`src/rtl/burst_ctrl_pkg.sv`:
```
// Shared definitions for burst_ctrl: conversion mode encodings and FSM state type.
package burst_ctrl_pkg;

    localparam logic [1:0] MODE_PASS     = 2'b00;
    localparam logic [1:0] MODE_ONES     = 2'b01;
    localparam logic [1:0] MODE_MAG      = 2'b10;
    localparam logic [1:0] MODE_PASS_ALT = 2'b11;

    typedef enum logic {
        ST_IDLE,
        ST_EMIT
    } state_t;

endpackage

```
`src/rtl/burst_conv.sv`:
```
// Combinational word conversion applied on the capture path of burst_ctrl.
module burst_conv
    import burst_ctrl_pkg::*;
#(
    parameter int WIDTH = 8
) (
    input  logic [WIDTH-1:0] data,
    input  logic [1:0]       mode,
    output logic [WIDTH-1:0] conv_data
);

    logic msb;

    assign msb = data[WIDTH-1];

    always_comb begin
        conv_data = data;
        case (mode)
            MODE_ONES: begin
                if (msb) conv_data = ~data;
            end
            // Two's-complement magnitude; the most negative value maps to itself.
            MODE_MAG: begin
                if (msb) conv_data = ~data + WIDTH'(1);
            end
            default: conv_data = data;
        endcase
    end

endmodule

```
`src/rtl/burst_ctrl.sv`:
```
// Captures one converted word and replays it as a BURST_LEN-beat valid/ready burst.
// Define BURST_CTRL_REMAIN_EN to add the out_remaining beat-count output.
module burst_ctrl
    import burst_ctrl_pkg::*;
#(
    parameter  int WIDTH     = 8,
    parameter  int BURST_LEN = 15,
    localparam int CNT_W     = $clog2(BURST_LEN + 1)
) (
    input  logic             clk,
    input  logic             reset,
    input  logic [WIDTH-1:0] in_data,
    input  logic             in_valid,
    output logic             in_ready,
    input  logic [1:0]       mode,
    output logic [WIDTH-1:0] out_data,
    output logic             out_valid,
    input  logic             out_ready,
    output logic             out_last,
    output logic             busy
`ifdef BURST_CTRL_REMAIN_EN
    ,
    output logic [CNT_W-1:0] out_remaining
`endif
);

    state_t           state;
    state_t           state_nxt;
    logic [CNT_W-1:0] remaining;
    logic [WIDTH-1:0] data_q;
    logic [WIDTH-1:0] conv_w;
    logic             capture;
    logic             xfer;

    burst_conv #(
        .WIDTH(WIDTH)
    ) u_conv (
        .data     (in_data),
        .mode     (mode),
        .conv_data(conv_w)
    );

    always_ff @(posedge clk) begin
        if (reset) state <= ST_IDLE;
        else       state <= state_nxt;
    end

    // in_ready is gated by reset so nothing is accepted while reset is held.
    always_comb begin
        state_nxt = state;
        in_ready  = 1'b0;
        out_valid = 1'b0;
        busy      = 1'b0;
        capture   = 1'b0;
        xfer      = 1'b0;
        case (state)
            ST_IDLE: begin
                in_ready = !reset;
                capture  = in_valid && !reset;
                if (capture) state_nxt = ST_EMIT;
            end
            ST_EMIT: begin
                out_valid = 1'b1;
                busy      = 1'b1;
                xfer      = out_ready;
                if (xfer && remaining == CNT_W'(1)) state_nxt = ST_IDLE;
            end
            default: state_nxt = ST_IDLE;
        endcase
    end

    always_ff @(posedge clk) begin
        if (reset) begin
            data_q    <= '0;
            remaining <= '0;
        end else if (capture) begin
            data_q    <= conv_w;
            remaining <= CNT_W'(BURST_LEN);
        end else if (xfer) begin
            remaining <= remaining - CNT_W'(1);
        end
    end

    assign out_data = data_q;
    assign out_last = out_valid && (remaining == CNT_W'(1));

`ifdef BURST_CTRL_REMAIN_EN
    assign out_remaining = busy ? remaining : '0;
`endif

endmodule

```
`config.mk`:
```
export PLATFORM = sky130hd
export DESIGN_NAME = burst_ctrl
export DESIGN_NICKNAME = d
export VERILOG_FILES = /design/src/rtl/burst_ctrl_pkg.sv /design/src/rtl/burst_conv.sv /design/src/rtl/burst_ctrl.sv
export SDC_FILE = /design/constraint.sdc
export NUM_CORES = 1
export LEC_CHECK = 0
export ABC_AREA = 1
export CAP_MARGIN = 20
export CORE_UTILIZATION = 42
export DETAILED_ROUTE_END_ITERATION = 8
export GPL_TIMING_DRIVEN = 1
export PLACE_DENSITY = 0.81
export SLEW_MARGIN = 5
export SYNTH_ARGS = -nofsm -noshare
export SYNTH_HDL_FRONTEND = slang
export SYNTH_SLANG_ARGS = --single-unit
```
`constraint.sdc`:
```
create_clock -name clk -period 1.66 [get_ports clk]
set_clock_uncertainty 0.1 [all_clocks]
set_input_delay 0.249 -clock clk [delete_from_list [all_inputs] [get_ports clk]]
set_output_delay 0.249 -clock clk [all_outputs]
set_load 0.005 [all_outputs]
```
==> flow_summary.json, run 1 <==
{
  "final_cells": 215,
  "grt_pass1_vias": 993,
  "antenna_found_initial": 0,
  "ys_ff_latch": 13,
  "hold_viol_final": 0,
  "dp_hpwl_um": 2004,
  "slew_headroom_pct": 81.60,
  "routed_via_density": 5.023,
  "die_x_um": 48.28,
  "setup_viol": 0,
  "cts_buffers": 3,
  "worstSetupStartpointType": "register",
  "muxShareOfSynthArea_pct": 0,
  "firstDrtPassIters": 4,
  "core_area_um2": 1982,
  "synth_top_family_by_area": "simple AND/OR/NAND/NOR gates",
  "cts-htree-levels": 1,
  "drtIter0Drc": 40,
  "crit_path_end_kind": "output pin",
  "avgSynthCellArea_um2": 6.247,
  "gp_congestion": 0.8920,
  "synth_fa_ha_area_share_pct": 6.954,
  "rows": 16,
  "yosysWarnings": 0,
  "synth_compound_area_share_pct": 13.91,
  "clk_latency_ns": 0.29,
  "hp-class": "register to register",
  "dieArea_um2": 2331,
  "grt_start_max_net_pins": 9,
  "synthSimpleGateAreaFrac_pct": 37.27,
  "num_vias": 1080,
  "post-route-period-util_pct": 96.37,
  "clock.fmax_mhz": 625.1,
  "drc": 0,
  "fin_setup_tns_ns": 0,
  "grt_use_total_pct": 25.17,
  "syn_nets": 163,
  "clkSinkCount": 13,
  "status": "completed",
  "seq_area_frac_synth_pct": 28.93,
  "drive_gt1_share_pct": 20.74,
  "crit_path_max_fanout": 2,
  "crit_type": "register to output pin",
  "crit_required_ns": 1.31,
  "drv_slew": 0,
  "dp.cells": 209,
  "leakage_nw": 0.6473,
  "start_util_pct": 45.39,
  "die_h_um": 48.28,
  "syn2layout_area_growth_pct": 50.07,
  "p_per_area_nw_per_um2": 642.5,
  "fin_ws_ns": 0.06026,
  "grt_pass1_wl_um": 4022,
  "ios": 26,
  "cts_tree": "built",
  "syn_area_um2": 899.6,
  "cp.arrival_ns": 1.25,
  "root_buffer": "clkbuf_4",
  "path_clk_slew_ns": 0.08,
  "postSynthCellCount": 144,
  "wl_per_cell_um": 12.15,
  "drt-total-wl_um": 2612,
  "drtAntennaViolNets": 0,
  "irDropWorstVdd_v": 0.0005118,
  "worst_pin_slew_ns": 0.2750,
  "clock_path_buffers": 2,
  "insertedDiodeCount": 0,
  "period_minus_slack_ns": 1.600,
  "synth_xor_xnor_area_share_pct": 0,
  "power_mw": 0.8674,
  "nNetsFinal": 208,
  "grt.overflow.total": 0,
  "pre_cts_ws_ns": -0.3679,
  "synth_cell_types": 21,
  "port_buffers": 25,
  "drv_cap": 0
}
[Yosys cell counts]
cell	n	area share [%]
nand2_1	27	11
inv_1	23	9.6
nor2_1	22	9.2
nand3_1	17	9.5
dfxtp_1	13	29
a21oi_1	12	6.7
o21ai_0	10	5.6
ha_1	5	7.0
buf_4	2	1.7
nand2_2	2	1.4
and3_2	1	0.83
buf_6	1	1.3
inv_2	1	0.42
nand2_4	1	1.3
nand4_1	1	0.70
nor2_2	1	0.70
nor2_4	1	1.3
nor3_1	1	0.56
o211ai_1	1	0.83
o31ai_1	1	0.83
or2_0	1	0.70
[worst paths after layout]
kind | start | end | slack (ns) | cells after the start
setup reg to reg | state$_SDFF_PP0_ | out_data[5]$_SDFFE_PP0P_ | 0.31 | 6
hold / removal | out_data[3]$_SDFFE_PP0P_ | out_data[3]$_SDFFE_PP0P_ | 0.37 | 2
hold reg to reg | out_data[3]$_SDFFE_PP0P_ | out_data[3]$_SDFFE_PP0P_ | 0.37 | 2
setup / recovery | remaining[1]$_SDFFE_PP0P_ | out_last | 0.06 | 4
[cell usage in the layout (no fill, tap or decap), types with 2 or more instances in the layout]
cell | Yosys | routed
a21oi_1 | 12 | 11
buf_4 | 2 | 18
clkbuf_4 | 0 | 3
clkdlybuf4s50_1 | 0 | 23
dfxtp_1 | 13 | 10
dfxtp_2 | 0 | 3
ha_1 | 5 | 3
inv_1 | 23 | 20
inv_2 | 1 | 4
nand2_1 | 27 | 25
nand2_2 | 2 | 3
nand2_4 | 1 | 2
nand3_1 | 17 | 17
nor2_1 | 22 | 22
o21ai_0 | 10 | 10
[state kept, by name (all words and copies together), names as in the netlist]
signal     flops
out_data       8
remaining      4
state          1
[power by group]
group	internal, mW	switching, mW
logic	0.154	0.150
registers	0.340	0.0205
clock network	0.0936	0.110
[worst max-delay path: stages (launching register included)]
cell,delay (ns)
dfxtp_2,0.33
inv_1,0.05
ha_2,0.17
and3_2,0.21
clkdlybuf4s15_1,0.20
[cells by family after synthesis]
| group | after synthesis |
|---|---|
| buf+inv | 27 |
| simple gates | 75 |
| flops | 13 |
| compound gates | 24 |
| fa+ha+maj | 5 |
[per-layer routing]
layer	routed length [um]	vias up	share of wire [%]	track usage (%)
li1	-	550	-	-
met5	0	-	0	0
met3	149	4	5.7	7.037
met2	1297	32	50	42.67
met4	23	0	0.88	7.222
met1	1141	494	44	30.94
[timing repair]
| item | CTS | global route |
|---|---|---|
| endpoints found under the setup margin | 6 | 5 |
| setup buffers | 1 | 1 |
| gates cloned | 0 | 0 |
| pin swaps | 1 | 2 |
| gates resized for setup | 9 | 6 |
| hold buffers | 0 | 0 |
[layout make-up]
| type | count | area (um^2) |
|---|---|---|
| Sequential cell | 13 | 264.0 |
| Inverter | 24 | 90.09 |
| Fill cell | 166 | 631.9 |
| Clock buffer | 4 | 26.28 |
| Tap cell | 27 | 33.78 |
| Multi-Input combinational cell | 104 | 551.8 |
| Timing Repair Buffer | 43 | 384.1 |
[per-stage QoR]
step | instance area [um^2] | utilization (%) | hold WS [ns]
after floorplan | 899.6 | - | 0.3123
after global placement | 1277 | 64.46 | 0.3530
after detailed placement | 1277 | 64.46 | 0.3585
after CTS | 1319 | 66.54 | 0.3706
after global routing | 1350 | 68.12 | 0.3828
final | 1350 | 68.12 | 0.3707
Note: power is estimated with default switching activity, not from simulation.
==> inputs of run 2 (changes only) <==
Settings changed: CORE_MARGIN set to 2, CORE_UTILIZATION 42 to 46, PLACE_DENSITY 0.81 to 0.87.
==> run 2 against run 1 <==
Net effect:
- final area down 2.4%
- combinational power fell by 4%
- count of clock-buffer cells in the layout stayed put
- first-iteration DRC count is 5.0% lower
- maximum frequency fell by 0.75%
- non-clock buffer count shrank 1
- utilization grew 5.8 points
- largest cell class unchanged
==> flow_summary.json, run 2 (synthesis results as in run 1) <==
{
  "fill_cells": 150,
  "nNetsFinal": 207,
  "pre_cts_ws_ns": -0.4023,
  "grt_use_total_pct": 24.41,
  "syn2layout_area_growth_pct": 46.45,
  "routed_via_density": 5.118,
  "critPathMaxStageDelay_ns": 0.50,
  "cts_tree": "built",
  "drive_gt1_share_pct": 18.18,
  "root_buffer": "clkbuf_4",
  "status": "completed",
  "num_vias": 1085,
  "crit_type": "input pin to register",
  "cts_hold_buf": 0,
  "seqPwrFrac_pct": 42.3,
  "fin_setup_tns_ns": 0,
  "wl_per_cell_um": 11.68,
  "dp_hpwl_um": 1947,
  "p_per_area_nw_per_um2": 642.6,
  "worstSetupStartpointType": "input pin",
  "grt_pass1_vias": 966,
  "min_from": "out_data[2]$_SDFFE_PP0P_",
  "path_clk_slew_ns": 0.08,
  "internal_power_mw": 0.5788,
  "busiest_layer": "met2",
  "worstPathCellList": "clkdlybuf4s50_1, inv_1, ha_1, inv_2, nand2_4, nand2_2, nand3_1, nor2_1, nand2_1, a21oi_1",
  "cts-htree-levels": 1,
  "grtUsageMet1_pct": 30.18,
  "grt_use_met2_pct": 41.32,
  "multiInputGateArea_um2": 533.0,
  "rsz0062_at_grt": "no",
  "slew_headroom_pct": 76.23,
  "gp_congestion": 0.9830,
  "drt-total-wl_um": 2477,
  "grt_pass1_wl_um": 3933,
  "die_x_um": 48.23,
  "grt_start_max_net_pins": 11,
  "crit_required_ns": 1.76,
  "core_area_um2": 1783,
  "grt.overflow.total": 0,
  "cts_buffers": 3,
  "p_sw_share_pct": 31.63,
  "post-route-period-util_pct": 97.10,
  "drv_cap": 0,
  "die_h_um": 48.23,
  "drtAntennaViolNets": 0,
  "leakage_nw": 0.6440,
  "largest_reg_flops": 8,
  "port_buffers": 25,
  "r2r_start": "state$_SDFF_PP0_",
  "crit_path_end_kind": "register",
  "switchingPower_mw": 0.2678,
  "place_area_um2": 1275,
  "drv_slew": 0,
  "hold_viol_final": 0,
  "clk_latency_ns": 0.28,
  "insertedDiodeCount": 0,
  "rows": 15,
  "clock_path_buffers": 2,
  "cp.arrival_ns": 1.72,
  "clockPowerShare_pct": 23.4,
  "antenna_found_initial": 0,
  "fin_ws_ns": 0.04822,
  "dieArea_um2": 2326,
  "p_comb_share_pct": 34.3,
  "grt.met3_usage_pct": 7.037,
  "drtIter0Drc": 38,
  "clkSinkCount": 13,
  "irDropWorstVdd_v": 0.0006817,
  "cp_slowest_cell": "clkdlybuf4s50_1",
  "setup_viol": 0,
  "start_util_pct": 50.46,
  "firstDrtPassIters": 4,
  "hp-class": "register to register",
  "mostFrequentLayoutCell": "nand2_1",
  "worst_pin_slew_ns": 0.3557,
  "crit_start": "mode[0]",
  "finish.instance_area_um2": 1318,
  "period_minus_slack_ns": 1.612,
  "clock.fmax_mhz": 620.4,
  "layout_common_cells": "nand2_1 (25), clkdlybuf4s50_1 (23), nor2_1 (22)",
  "ios": 26,
  "crit_path_max_fanout": 8,
  "drc": 0,
  "ff_latch_area_um2": 262.8
}
[run 2: per-stage QoR]
stage / hold WS, ns / power (mW) / utilization (%) / cells
after floorplan: 0.3123 / 0.5009 / - / 144
after global placement: 0.3527 / 0.6313 / 71.51 / 207
after detailed placement: 0.3596 / 0.6419 / 71.51 / 207
after CTS: 0.3749 / 0.8463 / 73.47 / 211
after global routing: 0.3842 / 0.9018 / 73.89 / 212
final: 0.3729 / 0.8467 / 73.89 / 212
[run 2: worst max-delay path, delay by kind of cell]
kind                     cells  cell delay (ns)
buffers and inverters        3             0.64
adder cells (fa/ha/maj)      1             0.29
AO/OA/AOI/OAI                1             0.13
AND/OR/NAND/NOR              5             0.40
[run 2: what timing repair did]
item                                    4_1_cts  5_1_grt
buffers inserted                              0        1
pin swaps                                     1        2
resized for setup                             8        4
endpoints found under the setup margin        7        6
endpoints found under the hold margin         0        0
[run 2: power by group through the flow]
stage	registers (mW)	logic (mW)	clock network [mW]
floorplan	0.367	0.134	0
global route	0.362	0.319	0.221
CTS	0.358	0.281	0.207
finish	0.358	0.290	0.198
detailed placement	0.364	0.278	0
global placement	0.362	0.269	0
[run 2: routing by layer]
metal / vias up / share of wire [%]
met5: - / 0
li1: 546 / -
met2: 54 / 47
met4: 0 / 1.3
met1: 480 / 44
met3: 5 / 7.1
[run 2: final cells by class]
| cell class | count | share of cell area (%) |
|---|---|---|
| clock buffers | 4 | 1.994 |
| inverters | 24 | 7.028 |
| flip-flops and latches | 13 | 19.94 |
| repair buffers | 42 | 28.21 |
| multi-input cells | 104 | 40.46 |
| well taps | 25 | 2.374 |
[run 2: worst paths after layout]
check	end	slack, ns	cells past startpoint
setup reg to reg	out_data[3]$_SDFFE_PP0P_	0.34	5
hold reg to reg	out_data[2]$_SDFFE_PP0P_	0.37	2
setup / recovery	out_data[5]$_SDFFE_PP0P_	0.05	10
hold / removal	out_data[2]$_SDFFE_PP0P_	0.37	2
==> inputs of run 3 (changes only) <==
Settings changed: CAP_MARGIN 20 to not set.
Clock period 1.66 ns to 1.8 ns, I/O delays scaled along.
==> run 3 against run 2 <==
Net effect:
- combinational power is 11% lower
- clock power is 3% higher
- sequential power is 7.5% lower
- total power is 6.5% lower
- non-clock buffer count is 5 lower
- sequential share of layout area is 0.67 points higher
- critical path depth is 7 lower
- final cell count is 2.4% lower
- die area stayed put
- sequential cell count stayed put
- largest power group unchanged
- global-route usage is 2.0 points higher
- first-iteration DRC count is 100% higher
==> flow_summary.json, run 3 (synthesis results as in run 1) <==
{
  "gp_congestion": 0.9815,
  "drv_cap": 0,
  "irDropWorstVdd_v": 0.0003652,
  "ff_latch_area_um2": 262.8,
  "cts_tree": "built",
  "grtUsageMet1_pct": 32.51,
  "cp_slowest_cell": "clkdlybuf4s50_1",
  "worstSetupStartpointType": "input pin",
  "grt.overflow.total": 0,
  "start_util_pct": 50.46,
  "crit_path_end_kind": "output pin",
  "root_buffer": "clkbuf_4",
  "multiInputGateArea_um2": 525.5,
  "cts-htree-levels": 1,
  "num_vias": 1097,
  "wl_per_cell_um": 12.65,
  "grt_start_max_net_pins": 11,
  "worstPathCellList": "clkdlybuf4s50_1, nor2_1, clkdlybuf4s50_1",
  "crit_type": "input pin to output pin",
  "crit_path_max_fanout": 2,
  "crit_required_ns": 1.43,
  "clkSinkCount": 13,
  "path_clk_slew_ns": 0.09,
  "dp.cells": 203,
  "clock_path_buffers": 2,
  "fill_cells": 134,
  "rsz0062_at_grt": "no",
  "drtIter0Drc": 77,
  "critPathMostFrequentCell": "clkdlybuf4s50_1",
  "hold_viol_final": 0,
  "cts_hold_buf": 0,
  "cp.arrival_ns": 1.40,
  "status": "completed",
  "die_h_um": 48.23,
  "routed_via_density": 5.300,
  "drv_slew": 0,
  "slew_headroom_pct": 75.35,
  "antenna_found_initial": 0,
  "drt-total-wl_um": 2618,
  "busiest_layer": "met2",
  "clock.fmax_mhz": 564.6,
  "rrSetupSlack_ns": 0.43,
  "port_buffers": 25,
  "ios": 26,
  "firstDrtPassIters": 4,
  "fin_setup_tns_ns": 0,
  "core_area_um2": 1783,
  "final_cells": 207,
  "leakage_nw": 0.6181,
  "worst_pin_slew_ns": 0.3689,
  "dieArea_um2": 2326,
  "grt_use_total_pct": 26.42,
  "p_per_area_nw_per_um2": 621.0,
  "nNetsFinal": 202,
  "grt.met3_usage_pct": 6.296,
  "mostFrequentLayoutCell": "nand2_1",
  "setup_viol": 0,
  "final_core_util_pct": 71.51,
  "dp_hpwl_um": 1931,
  "critPathMaxStageDelay_ns": 0.52,
  "drtAntennaViolNets": 0,
  "post-route-period-util_pct": 98.40,
  "drc": 0,
  "syn2layout_area_growth_pct": 41.72,
  "clk_latency_ns": 0.30,
  "grt_pass1_wl_um": 4160,
  "largest_reg_flops": 8,
  "drive_gt1_share_pct": 14.29,
  "period_minus_slack_ns": 1.771,
  "hp-class": "register to register",
  "grt_use_met2_pct": 42.63,
  "die_x_um": 48.23,
  "cts_buffers": 3,
  "grt_pass1_vias": 994,
  "layout_common_cells": "nand2_1 (26), clkdlybuf4s50_1 (24), inv_1 (22), nor2_1 (22), nand3_1 (17)",
  "rows": 15,
  "power_mw": 0.7918,
  "insertedDiodeCount": 0
}
-- run 3: cell count changes in the layout (fill, tap and decap cells not counted), sizes merged --
| cell | before | now |
|---|---|---|
| buf | 17 | 12 |
| clkbuf | 5 | 4 |
| clkdlybuf4s50 | 23 | 24 |
-- run 3: worst paths after layout --
path,startpoint,end,cells after the start
max,reset,in_ready,3
min,out_data[7]$_SDFFE_PP0P_,out_data[7]$_SDFFE_PP0P_,2
max reg2reg,state$_SDFF_PP0_,out_data[5]$_SDFFE_PP0P_,6
min reg2reg,out_data[7]$_SDFFE_PP0P_,out_data[7]$_SDFFE_PP0P_,2
-- run 3: critical path: cells and delay by family --
kind	cells	cell delay, ns
buffers and inverters	2	0.97
and+or+nand+nor	1	0.16
-- run 3: timing repair --
item                       4_1_cts  5_1_grt
pin swaps                        0        0
buffers inserted                 0        0
gates resized for setup          3        2
setup endpoints to repair        1        6
-- run 3: per-stage QoR --
step                      hold slack [ns]  setup slack (ns)  instance area, um^2
after floorplan                    0.3333            0.4022                899.6
after global placement             0.3527           -0.1564                 1245
after detailed placement           0.3615           -0.2802                 1245
after CTS                          0.3758           0.02921                 1272
after global routing               0.3988          0.003355                 1275
final                              0.3754           0.02881                 1275
-- run 3: report_power, final --
part	switching (mW)	total [mW]	internal, mW
logic	0.131	0.257	0.125
registers	0.0181	0.331	0.313
clock network	0.118	0.204	0.0866
-- run 3: cell type report --
| cell class | count | area share, % |
|---|---|---|
| clock buffer | 4 | 2.061 |
| multi-input combinational | 104 | 41.22 |
| sequential | 13 | 20.61 |
| timing repair buffer | 37 | 26.59 |
| inverter | 24 | 7.066 |
| tap | 25 | 2.453 |
-- run 3: routing by layer --
metal  share of wire, %  up-vias  wire (um)
met3                 10       11        270
met1                 42      476       1111
met2                 44       75       1165
met4                2.7        0         70
li1                   -      535          -
met5                  0        -          0
